**src/rtl/csel_a8.sv**
```systemverilog
// rtl/csel_a8.sv - 8-bit carry-select adder with a registered output stage.
// Optional carry-in port cin is enabled by defining CSEL_A8_CIN_EN.
module csel_a8 #(
   parameter int BLK_W = 4
) (
   input  logic       clk,
   input  logic       rst_n,
   output logic [7:0] sum,
   output logic       cout,
   input  logic [7:0] a,
   input  logic [7:0] b,
   input  logic       in_valid,
   output logic       out_valid
`ifdef CSEL_A8_CIN_EN
   ,
   input  logic       cin
`endif
);

   localparam int NBLK = 8 / BLK_W;

   logic             w_cin_eff;
   logic [7:0]       w_sum;
   logic             w_c;
   logic             w_c0;
   logic             w_c1;
   logic [BLK_W-1:0] w_s0;
   logic [BLK_W-1:0] w_s1;

   logic [7:0]       r_sum;
   logic             r_cout;
   logic             r_valid;

`ifdef CSEL_A8_CIN_EN
   assign w_cin_eff = cin;
`else
   assign w_cin_eff = 1'b0;
`endif

   // Full-adder cell: returns {carry_out, sum}.
   function automatic logic [1:0] fa(input logic x, input logic y, input logic ci);
      return {(x & y) | (ci & (x ^ y)), x ^ y ^ ci};
   endfunction

   // Block 0 ripples from cin; every higher block precomputes both carry-in
   // cases and the incoming block carry picks one.
   always_comb begin
      w_sum = '0;
      w_c   = w_cin_eff;
      w_c0  = 1'b0;
      w_c1  = 1'b1;
      w_s0  = '0;
      w_s1  = '0;
      for (int k = 0; k < NBLK; k++) begin
         if (k == 0) begin
            for (int i = 0; i < BLK_W; i++)
               {w_c, w_sum[i]} = fa(a[i], b[i], w_c);
         end else begin
            w_c0 = 1'b0;
            w_c1 = 1'b1;
            for (int i = 0; i < BLK_W; i++) begin
               {w_c0, w_s0[i]} = fa(a[k*BLK_W+i], b[k*BLK_W+i], w_c0);
               {w_c1, w_s1[i]} = fa(a[k*BLK_W+i], b[k*BLK_W+i], w_c1);
            end
            w_sum[k*BLK_W +: BLK_W] = w_c ? w_s1 : w_s0;
            w_c = w_c ? w_c1 : w_c0;
         end
      end
   end

   always_ff @(posedge clk or negedge rst_n) begin
      if (!rst_n) begin
         r_sum   <= 8'h00;
         r_cout  <= 1'b0;
         r_valid <= 1'b0;
      end else begin
         r_valid <= in_valid;
         if (in_valid) begin
            r_sum  <= w_sum;
            r_cout <= w_c;
         end
      end
   end

   assign sum       = r_sum;
   assign cout      = r_cout;
   assign out_valid = r_valid;

endmodule

```
**config.mk**
```make
export PLATFORM = sky130hd
export DESIGN_NAME = csel_a8
export DESIGN_NICKNAME = d
export VERILOG_FILES = /design/src/rtl/csel_a8.sv
export SDC_FILE = /design/constraint.sdc
export NUM_CORES = 1
export LEC_CHECK = 0
export ABC_AREA = 0
export CAP_MARGIN = 10
export CORE_AREA = 2 2 40 60
export CTS_CLUSTER_SIZE = 28
export DETAILED_ROUTE_END_ITERATION = 10
export DIE_AREA = 0 0 42 62
export GPL_TIMING_DRIVEN = 0
export SLEW_MARGIN = 20
export SYNTH_ARGS = -nofsm -noshare
export SYNTH_HDL_FRONTEND = slang
export SYNTH_SLANG_ARGS = --single-unit
```
**constraint.sdc**
```tcl
create_clock -name clk -period 1.25 [get_ports clk]
set_input_delay 0.1875 -clock clk [delete_from_list [all_inputs] [get_ports clk]]
set_output_delay 0.1875 -clock clk [all_outputs]
set_load 0.05 [all_outputs]
```
==> results of run 1 <==
-- where the power goes --
part | switching [W] | internal, W
sequential | 0.0000361 | 0.000390
combinational | 0.000358 | 0.000246
clock | 0.000105 | 0.000176
-- path summary, 6_finish.rpt --
| path | slack (ps) | cells after the start | endpoint |
|---|---|---|---|
| max | -1360 | 14 | sum[7] |
| min reg2reg | 510 | 1 | sum[0] |
| min | 240 | 1 | sum[6] |
| max in group asynchronous | 710 | 1 | sum[7] |
| max reg2reg | 490 | 1 | sum[4] |
| min in group clk | 270 | 3 | sum[0] |
-- flip-flops by register name, summed over array words and instances, names as in the netlist --
name / cells
sum: 8
out_valid: 1
cout: 1
-- layout by cell type (no fill, tap or decap), drive strengths merged --
master	synthesis	routed
dlymetal6s2s	0	1
mux2	5	5
clkdlybuf4s15	0	10
nor2	1	1
buf	1	6
fa	6	6
inv	15	15
dlygate4sd2	0	2
dfrtp	10	10
clkdlybuf4s50	0	13
a21oi	1	1
xnor2	1	1
mux2i	4	4
clkbuf	0	4
ha	3	3
-- metrics by stage --
stage | cell area, um2 | setup WS (ps)
after floorplan | 628 | -1460
after global placement | 937 | -2030
after detailed placement | 937 | -2080
after CTS | 1000 | -1410
after global routing | 1010 | -1490
final | 1010 | -1360
-- final cells by class --
| type | count | area [um2] | share of cell area (%) |
|---|---|---|---|
| repair buffers | 31 | 322 | 31.7 |
| multi-input cells | 21 | 310 | 30.6 |
| flip-flops and latches | 10 | 250 | 24.7 |
| inverters | 15 | 56.3 | 5.55 |
| clock buffers | 4 | 36.3 | 3.58 |
| well taps | 23 | 28.8 | 2.84 |
| plain buffers | 1 | 11.3 | 1.11 |
-- kinds of logic (layout without fill, tap and decap cells) --
family	count (synthesis)	count (layout)	synth area share, %
adder cells (fa/ha/maj)	9	9	26.6
XOR/XNOR	1	1	1.48
flip-flops	10	10	42.2
multiplexers	9	9	16.9
AO/OA/AOI/OAI	1	1	0.843
buffers and inverters	16	51	11.4
AND/OR/NAND/NOR	1	1	0.632
-- worst max-delay path: stages --
cell and delay [ps]:
buf_6 100, ha_4 150, fa_2 380, fa_2 340
inv_2 70, fa_2 210, buf_4 120, a21oi_2 50
fa_2 330, inv_2 70, fa_2 190, inv_2 40
fa_1 470, mux2i_1 60
-- routing by layer --
layer	up-vias	GRT usage, %	wire length (um)
met3	0	2.02	67
met2	21	16.3	558
met1	214	10.5	420
met5	-	0	0
met4	0	4.15	0
li1	208	-	-
-- repair_timing --
action / 4_1_cts / 5_1_grt
buffers inserted: 2 / 1
endpoints found under the setup margin: 18 / 7
pin swaps: 8 / 1
hold endpoints to repair: 0 / 0
resized for setup: 43 / 1
hold buffers: 0 / 0
==> results_dict.tcl, run 1 <==
set metrics [dict create \
    gr-total-overflow 0 \
    synth.net_count 75 \
    cts_buffer_depth 2 \
    status "finished, violations left" \
    synth_common_cells "15 x inv_1, 10 x dfrtp_1, 6 x fa_1" \
    max_slew_margin_pct 70.9 \
    htree_levels 1 \
    holdWs_ps 237 \
    tns_ps -5790 \
    finClkSkew_ps 0 \
    cp.arrival_ps 2750 \
    numCtsBuffers 3 \
    yosysWarnings 0 \
    crit_path_start_kind "input pin" \
    synth_edf_count 0 \
    firstDrtPassIters 3 \
    violations "negative setup slack" \
    layout.cells.non_filler 105 \
    drt_wl_total_mm 1.05 \
    die_y_um 62 \
    crit_fanout 2 \
    path_class "in -> reg" \
    ys_ff_latch 10 \
    max_freq_ghz 0.383 \
    vias_per_cell 4.22 \
    grt_start_max_net_pins 11 \
    ys_seq_area_share_pct 42.2 \
    gp_congestion 0.623 \
    clockRootBuffer "clkbuf_4" \
    postSynthAreaPerCell_um2 12.6 \
    syn_inst 47 \
    drc 0 \
    core_mm2 0.00213 \
    syn-cell-area_um2 593 \
    synth_area_leader_cell "dfrtp_1" \
    start_util_pct 27.9 \
    finalCriticalPeriod_ps 2610 \
    hpwlAfterDp_um 877 \
    io_pins 29 \
    clkSlewWorstSetupHoldPaths_ps 70 \
    hold_viol 0 \
    asyncSetResetFlopFracSynth_pct 100 \
    grt_pass1_wl_mm 1.84 \
    final_core_util_pct 47.7 \
    total_power_w 0.00131 \
    numPortBuffers 28 \
    nFillCells 195 \
    slew_violations 0 \
    ys_top_cells_by_area "dfrtp_1 42%, fa_1 20%, inv_1 9.5%" \
    finalCritPeriodShare_pct 209 \
    die_w_um 42 \
    insertion_delay_ps 250 \
    die-area_mm2 0.00260 \
    crit_path_end_kind "flip-flop" \
    crit_start "b[0]" \
    synth_top_area_share_pct 42.2 \
    clock-sinks 10 \
    wl_per_cell_um 9.96 \
    n_antenna_cell 0 \
    nNetsFinal 111 \
    synth.distinct_cells 11 \
    r2r_start "sum[4]" \
    cts_tree "done" \
    syn_to_final_growth_pct 71.1 \
    leakagePower_nw 0.491 \
    worstPathRequired_ps 1390 \
    grt_pass1_vias 449 \
    setup_viol 7 \
    tightest_slew_ps 435 \
    hold_path_class "in -> async" \
    drt_iter0_drc 2 \
    grt_usage_pct 9.10 \
    ant_nets 0 \
    rsz0062_at_grt "true" \
    fin_ws_ps -1360 \
    antenna_found_initial 0 \
    power_density_mw_per_mm2 1290 \
    max-cap-violations 0 \
    irDropWorstVdd_uv 641 \
    vias 443 \
    dp.cells 98 \
    num_rows 21 \
    yosysMostFrequentCell "inv_1" \
    drive_gt1_share_pct 43.9 \
    synthFlopType "dfrtp_1" \
]
Power figures use the tool's default switching activity.
==> run 2, diff against run 1 <==
Settings changed: ABC_AREA 0 to 1, DONT_BUFFER_PORTS from default to 1, TNS_END_PERCENT from default to 100.
==> results_dict.tcl, run 2 <==
set metrics [dict create \
    postSynthAreaPerCell_um2 9.85 \
    yosysMostFrequentCell "nand2_1" \
    nFillCells 225 \
    syn-cell-area_um2 601 \
    layout.cells.non_filler 91 \
    grt_pass1_vias 365 \
    largest_reg_flops 8 \
    cts_tree "done" \
    finalCritPeriodShare_pct 195 \
    die-area_mm2 0.00260 \
    start_util_pct 28.2 \
    numPortBuffers 0 \
    crit_path_start_kind "input pin" \
    power_density_mw_per_mm2 1410 \
    nNetsFinal 97 \
    hold_viol 0 \
    finalCriticalPeriod_ps 2440 \
    worstPathRequired_ps 1400 \
    vias_per_cell 4.34 \
    wl_per_cell_um 10.9 \
    gr-total-overflow 0 \
    crit_fanout 3 \
    max-cap-violations 0 \
    die_y_um 62 \
    irDropWorstVdd_uv 398 \
    fin_ws_ps -1190 \
    hold_path_class "in -> reg" \
    slew_violations 0 \
    drt_wl_total_um 991 \
    syn_to_final_growth_pct 22.3 \
    synth.distinct_cells 11 \
    synth_edf_count 0 \
    holdPathStages 2 \
    drive_gt1_share_pct 41.2 \
    final_common_cell "nand2_1" \
    rrSetupSlack_ps 340 \
    min-delay-start "in_valid" \
    clock-sinks 10 \
    die_w_um 42 \
    path_class "in -> reg" \
    core_mm2 0.00213 \
    cts_buffer_depth 2 \
    status "finished, violations left" \
    tightest_slew_ps 505 \
    layout_common_cells "17 x nand2_1, 10 x dfrtp_1, 9 x inv_1" \
    ys_top_cells_by_area "dfrtp_1 42%, fa_1 20%, nand2_1 12%" \
    synth.net_count 89 \
    numCtsBuffers 3 \
    setup_viol 6 \
    gp_congestion 0.609 \
    vias 395 \
    tns_ps -3970 \
    num_rows 21 \
    yosysWarnings 0 \
    synth_top_area_share_pct 41.7 \
    htree_levels 1 \
    rsz0062_at_grt "true" \
    reg2reg_depth 2 \
    synth_common_cells "19 x nand2_1, 13 x inv_1, 10 x dfrtp_1" \
    finClkSkew_ps 0 \
    drt_iter0_drc 10 \
    ys_ff_latch 10 \
    worstHoldEndpoint "sum[0]" \
    insertion_delay_ps 250 \
    crit_path_end_kind "flip-flop" \
    r2r_start "sum[5]" \
    synthFlopType "dfrtp_1" \
    grt_start_max_net_pins 11 \
    holdWs_ps 44.2 \
    asyncSetResetFlopFracSynth_pct 100 \
    max_freq_ghz 0.410 \
    violations "negative setup slack" \
    pre_cts_slack_ps -1490 \
    n_antenna_cell 0 \
    final_core_util_pct 34.5 \
    leakagePower_nw 0.367 \
    ant_nets 0 \
    drc 0 \
    dp.cells 84 \
    max_slew_margin_pct 66.3 \
    grt_pass1_wl_mm 1.56 \
    clockRootBuffer "clkbuf_4" \
    reg2reg_to "sum[5]" \
    grt_usage_pct 8.05 \
    io_pins 29 \
    clkSlewWorstSetupHoldPaths_ps 60 \
    antenna_found_initial 0 \
    ys_seq_area_share_pct 41.7 \
    syn_inst 61 \
    cp.arrival_ps 2590 \
    firstDrtPassIters 4 \
    synth_area_leader_cell "dfrtp_1" \
]
[run 2: cell count changes in the layout (fill, tap and decap cells not counted), moves of 2 or more]
cell             before  now
buf_6                 4    1
clkdlybuf4s15_2      10    0
clkdlybuf4s50_1      13    0
dlygate4sd2_1         2    0
dlygate4sd3_1         0    2
inv_1                12    9
inv_2                 3    5
mux2_2                3    0
mux2_4                2    0
mux2i_1               4    0
nand2_1               0   17
nand2_2               0    4
o21ai_2               0    5
[run 2: power breakdown]
group | switching, W | total, W | leakage (nW) | internal (W)
Combinational | 0.0000874 | 0.000171 | 0.225 | 0.0000839
Clock | 0.000101 | 0.000277 | 0.0210 | 0.000176
Sequential | 0.000215 | 0.000585 | 0.121 | 0.000370
[run 2: what timing repair did]
action / 4_1_cts / 5_1_grt
setup endpoints to repair: 6 / 6
gates cloned: 0 / 0
resized for setup: 2 / 2
pin swaps: 1 / 1
setup buffers: 1 / 0
hold buffers: 2 / 0
hold endpoints to repair: 11 / 0
[run 2: kinds of logic after synthesis]
family / synth area share (%)
flip-flops: 41.7
AND/OR/NAND/NOR: 14.8
buffers and inverters: 10.6
adder cells (fa/ha/maj): 26.3
AO/OA/AOI/OAI: 6.67
[run 2: layer usage]
metal  vias up  GRT usage (%)  share of wire (%)
li1        189              -                  -
met1       184           8.66                 34
met2        20           14.3                 58
met3         2           1.73                7.8
met4         0           5.53               0.81
met5         -              0                  0
[run 2: layout make-up]
cell class	instances	area [um2]	share of cell area, %
multi-input combinational	36	328	44.6
sequential	10	250	34.1
inverter	14	52.6	7.16
clock buffer	4	36.3	4.94
tap	23	28.8	3.92
timing repair buffer	3	27.5	3.75
buffer	1	11.3	1.53
[run 2: worst max-delay path: stages]
cell,delay (ps)
ha_4,140
fa_2,330
fa_2,340
inv_2,60
fa_2,190
inv_2,50
nand2_2,50
o21ai_2,50
fa_2,330
inv_2,60
fa_2,180
inv_2,40
fa_2,520
o21ai_2,50
[run 2: how the worst max path moves through the flow]
stage,start,to,slack (ps),depth (start not counted)
after floorplan,a[0],sum[7],-1410,14
after global placement,a[0],sum[7],-1480,13
after detailed placement,a[0],sum[7],-1490,14
after CTS,a[0],sum[7],-1220,14
after global routing,a[0],sum[7],-1290,14
final,a[0],sum[7],-1190,14
[run 2: per-stage QoR]
| step | total power (W) | instance area (um2) |
|---|---|---|
| after floorplan | 0.000713 | 628 |
| after global placement | 0.000739 | 657 |
| after detailed placement | 0.000747 | 657 |
| after CTS | 0.00104 | 728 |
| after global routing | 0.00110 | 734 |
| final | 0.00103 | 734 |
==> run 3, diff against run 2 <==
Settings changed: PLACE_DENSITY_LB_ADDON from default to 0.1, SLEW_MARGIN 20 to default.
==> results_dict.tcl, run 3 (same netlist as run 2, synthesis figures left out) <==
set metrics [dict create \
    cts_tree "done" \
    wl_per_cell_um 11.6 \
    drt_iter0_drc 3 \
    setup_viol 6 \
    start_util_pct 28.2 \
    max_freq_ghz 0.413 \
    nNetsFinal 96 \
    slew_violations 0 \
    worstPathRequired_ps 1410 \
    htree_levels 1 \
    drt_wl_total_mm 1.04 \
    finalCriticalPeriod_ps 2420 \
    gr-total-overflow 0 \
    grt_start_max_net_pins 11 \
    crit_path_start_kind "input pin" \
    clkSlewWorstSetupHoldPaths_ps 70 \
    fin_ws_ps -1170 \
    gp_congestion 0.675 \
    ant_nets 0 \
    rsz0062_at_grt "true" \
    finClkSkew_ps 0 \
    tightest_slew_ps 497 \
    vias 400 \
    insertion_delay_ps 260 \
    num_rows 21 \
    hold_viol 0 \
    die-area_mm2 0.00260 \
    drc 0 \
    vias_per_cell 4.44 \
    numPortBuffers 0 \
    n_antenna_cell 0 \
    final_common_cell "nand2_1" \
    final_core_util_pct 33.8 \
    power_density_mw_per_mm2 1440 \
    grt_usage_pct 9.72 \
    numCtsBuffers 3 \
    core_mm2 0.00213 \
    firstDrtPassIters 3 \
    clockRootBuffer "clkbuf_4" \
    cts_buffer_depth 2 \
    dp.cells 84 \
    max-cap-violations 0 \
    drive_gt1_share_pct 37.3 \
    cts_setup_buffers 0 \
    max_slew_margin_pct 66.9 \
    violations "negative setup slack" \
    antenna_found_initial 0 \
    nFillCells 235 \
    grt_pass1_vias 417 \
    layout_common_cells "18 x nand2_1, 10 x dfrtp_1, 9 x inv_1" \
    finalCritPeriodShare_pct 194 \
    largest_reg_flops 8 \
    crit_path_end_kind "flip-flop" \
    die_y_um 62 \
    io_pins 29 \
    layout.cells.non_filler 90 \
    clock-sinks 10 \
    cp.arrival_ps 2580 \
    status "finished, violations left" \
    grt_pass1_wl_mm 1.80 \
    hold_path_class "in -> reg" \
    irDropWorstVdd_uv 396 \
    die_w_um 42 \
    crit_fanout 3 \
    syn_to_final_growth_pct 19.8 \
    path_class "in -> reg" \
    hpwlAfterDp_um 849 \
    leakagePower_nw 0.360 \
]
==> run 3: changes by cell type in the layout (fill, tap and decap cells not counted) <==
cell,delta
nand3_1,+1
nand2_1,+1
buf_4,-1
nand2_2,-1
nand3_2,-1
==> run 3: through the flow <==
stage | area (um2) | worst slack (ps) | total power [W] | hold WS, ps | TNS [ps]
floorplan | 628 | -1410 | 0.000713 | -108 | -5290
global placement | 657 | -1500 | 0.000744 | -108 | -5660
detailed placement | 657 | -1500 | 0.000747 | -108 | -5740
CTS | 719 | -1190 | 0.00106 | 26.7 | -3830
global route | 719 | -1250 | 0.00111 | 17.3 | -4140
finish | 719 | -1170 | 0.00104 | 34.3 | -3790
==> run 3: worst paths after layout <==
kind                       slack (ps)   endpoint      from  cells past startpoint
setup / recovery                -1170     sum[7]      a[0]                     14
hold / removal                     30     sum[6]  in_valid                      2
setup reg to reg                  350     sum[5]    sum[5]                      2
hold reg to reg                   770     sum[1]    sum[1]                      2
max in group asynchronous         630     sum[6]     rst_n                      1
min in group asynchronous         310  out_valid     rst_n                      1
==> run 3: final cells by class <==
class	instances	area (um2)	share of cell area, %
Sequential cell	10	250	34.8
Buffer	1	11.3	1.57
Timing Repair Buffer	2	20.0	2.78
Inverter	14	52.6	7.30
Tap cell	23	28.8	4.00
Clock buffer	4	36.3	5.04
Multi-Input combinational cell	36	320	44.5
==> run 3: worst max-delay path: stages <==
cell and delay [ps]:
ha_4 130, fa_2 330, fa_2 340, inv_2 60, fa_2 190, inv_2 50, nand2_2 50, o21ai_2 50
fa_2 330, inv_2 60, fa_2 180, inv_2 40, fa_2 520, o21ai_2 60
==> run 3: metal layers <==
metal / wire length (um) / share of wire (%) / track usage (%) / up-vias
li1: - / - / - / 188
met1: 361 / 35 / 9.37 / 189
met2: 545 / 52 / 16.7 / 19
met3: 95 / 9.1 / 3.47 / 4
met4: 40 / 3.8 / 8.29 / 0
met5: 0 / 0 / 0 / -
==> run 3: what timing repair did <==
| action | CTS | global route |
|---|---|---|
| hold endpoints to repair | 11 | 0 |
| hold buffers | 2 | 0 |
| pin swaps | 0 | 2 |
| setup endpoints to repair | 6 | 6 |
| resized for setup | 2 | 0 |
| cloned | 0 | 0 |
==> run 3: report_power, final <==
part | internal (W) | switching (W)
Combinational | 0.0000789 | 0.0000845
Clock | 0.000177 | 0.000113
Sequential | 0.000370 | 0.000214
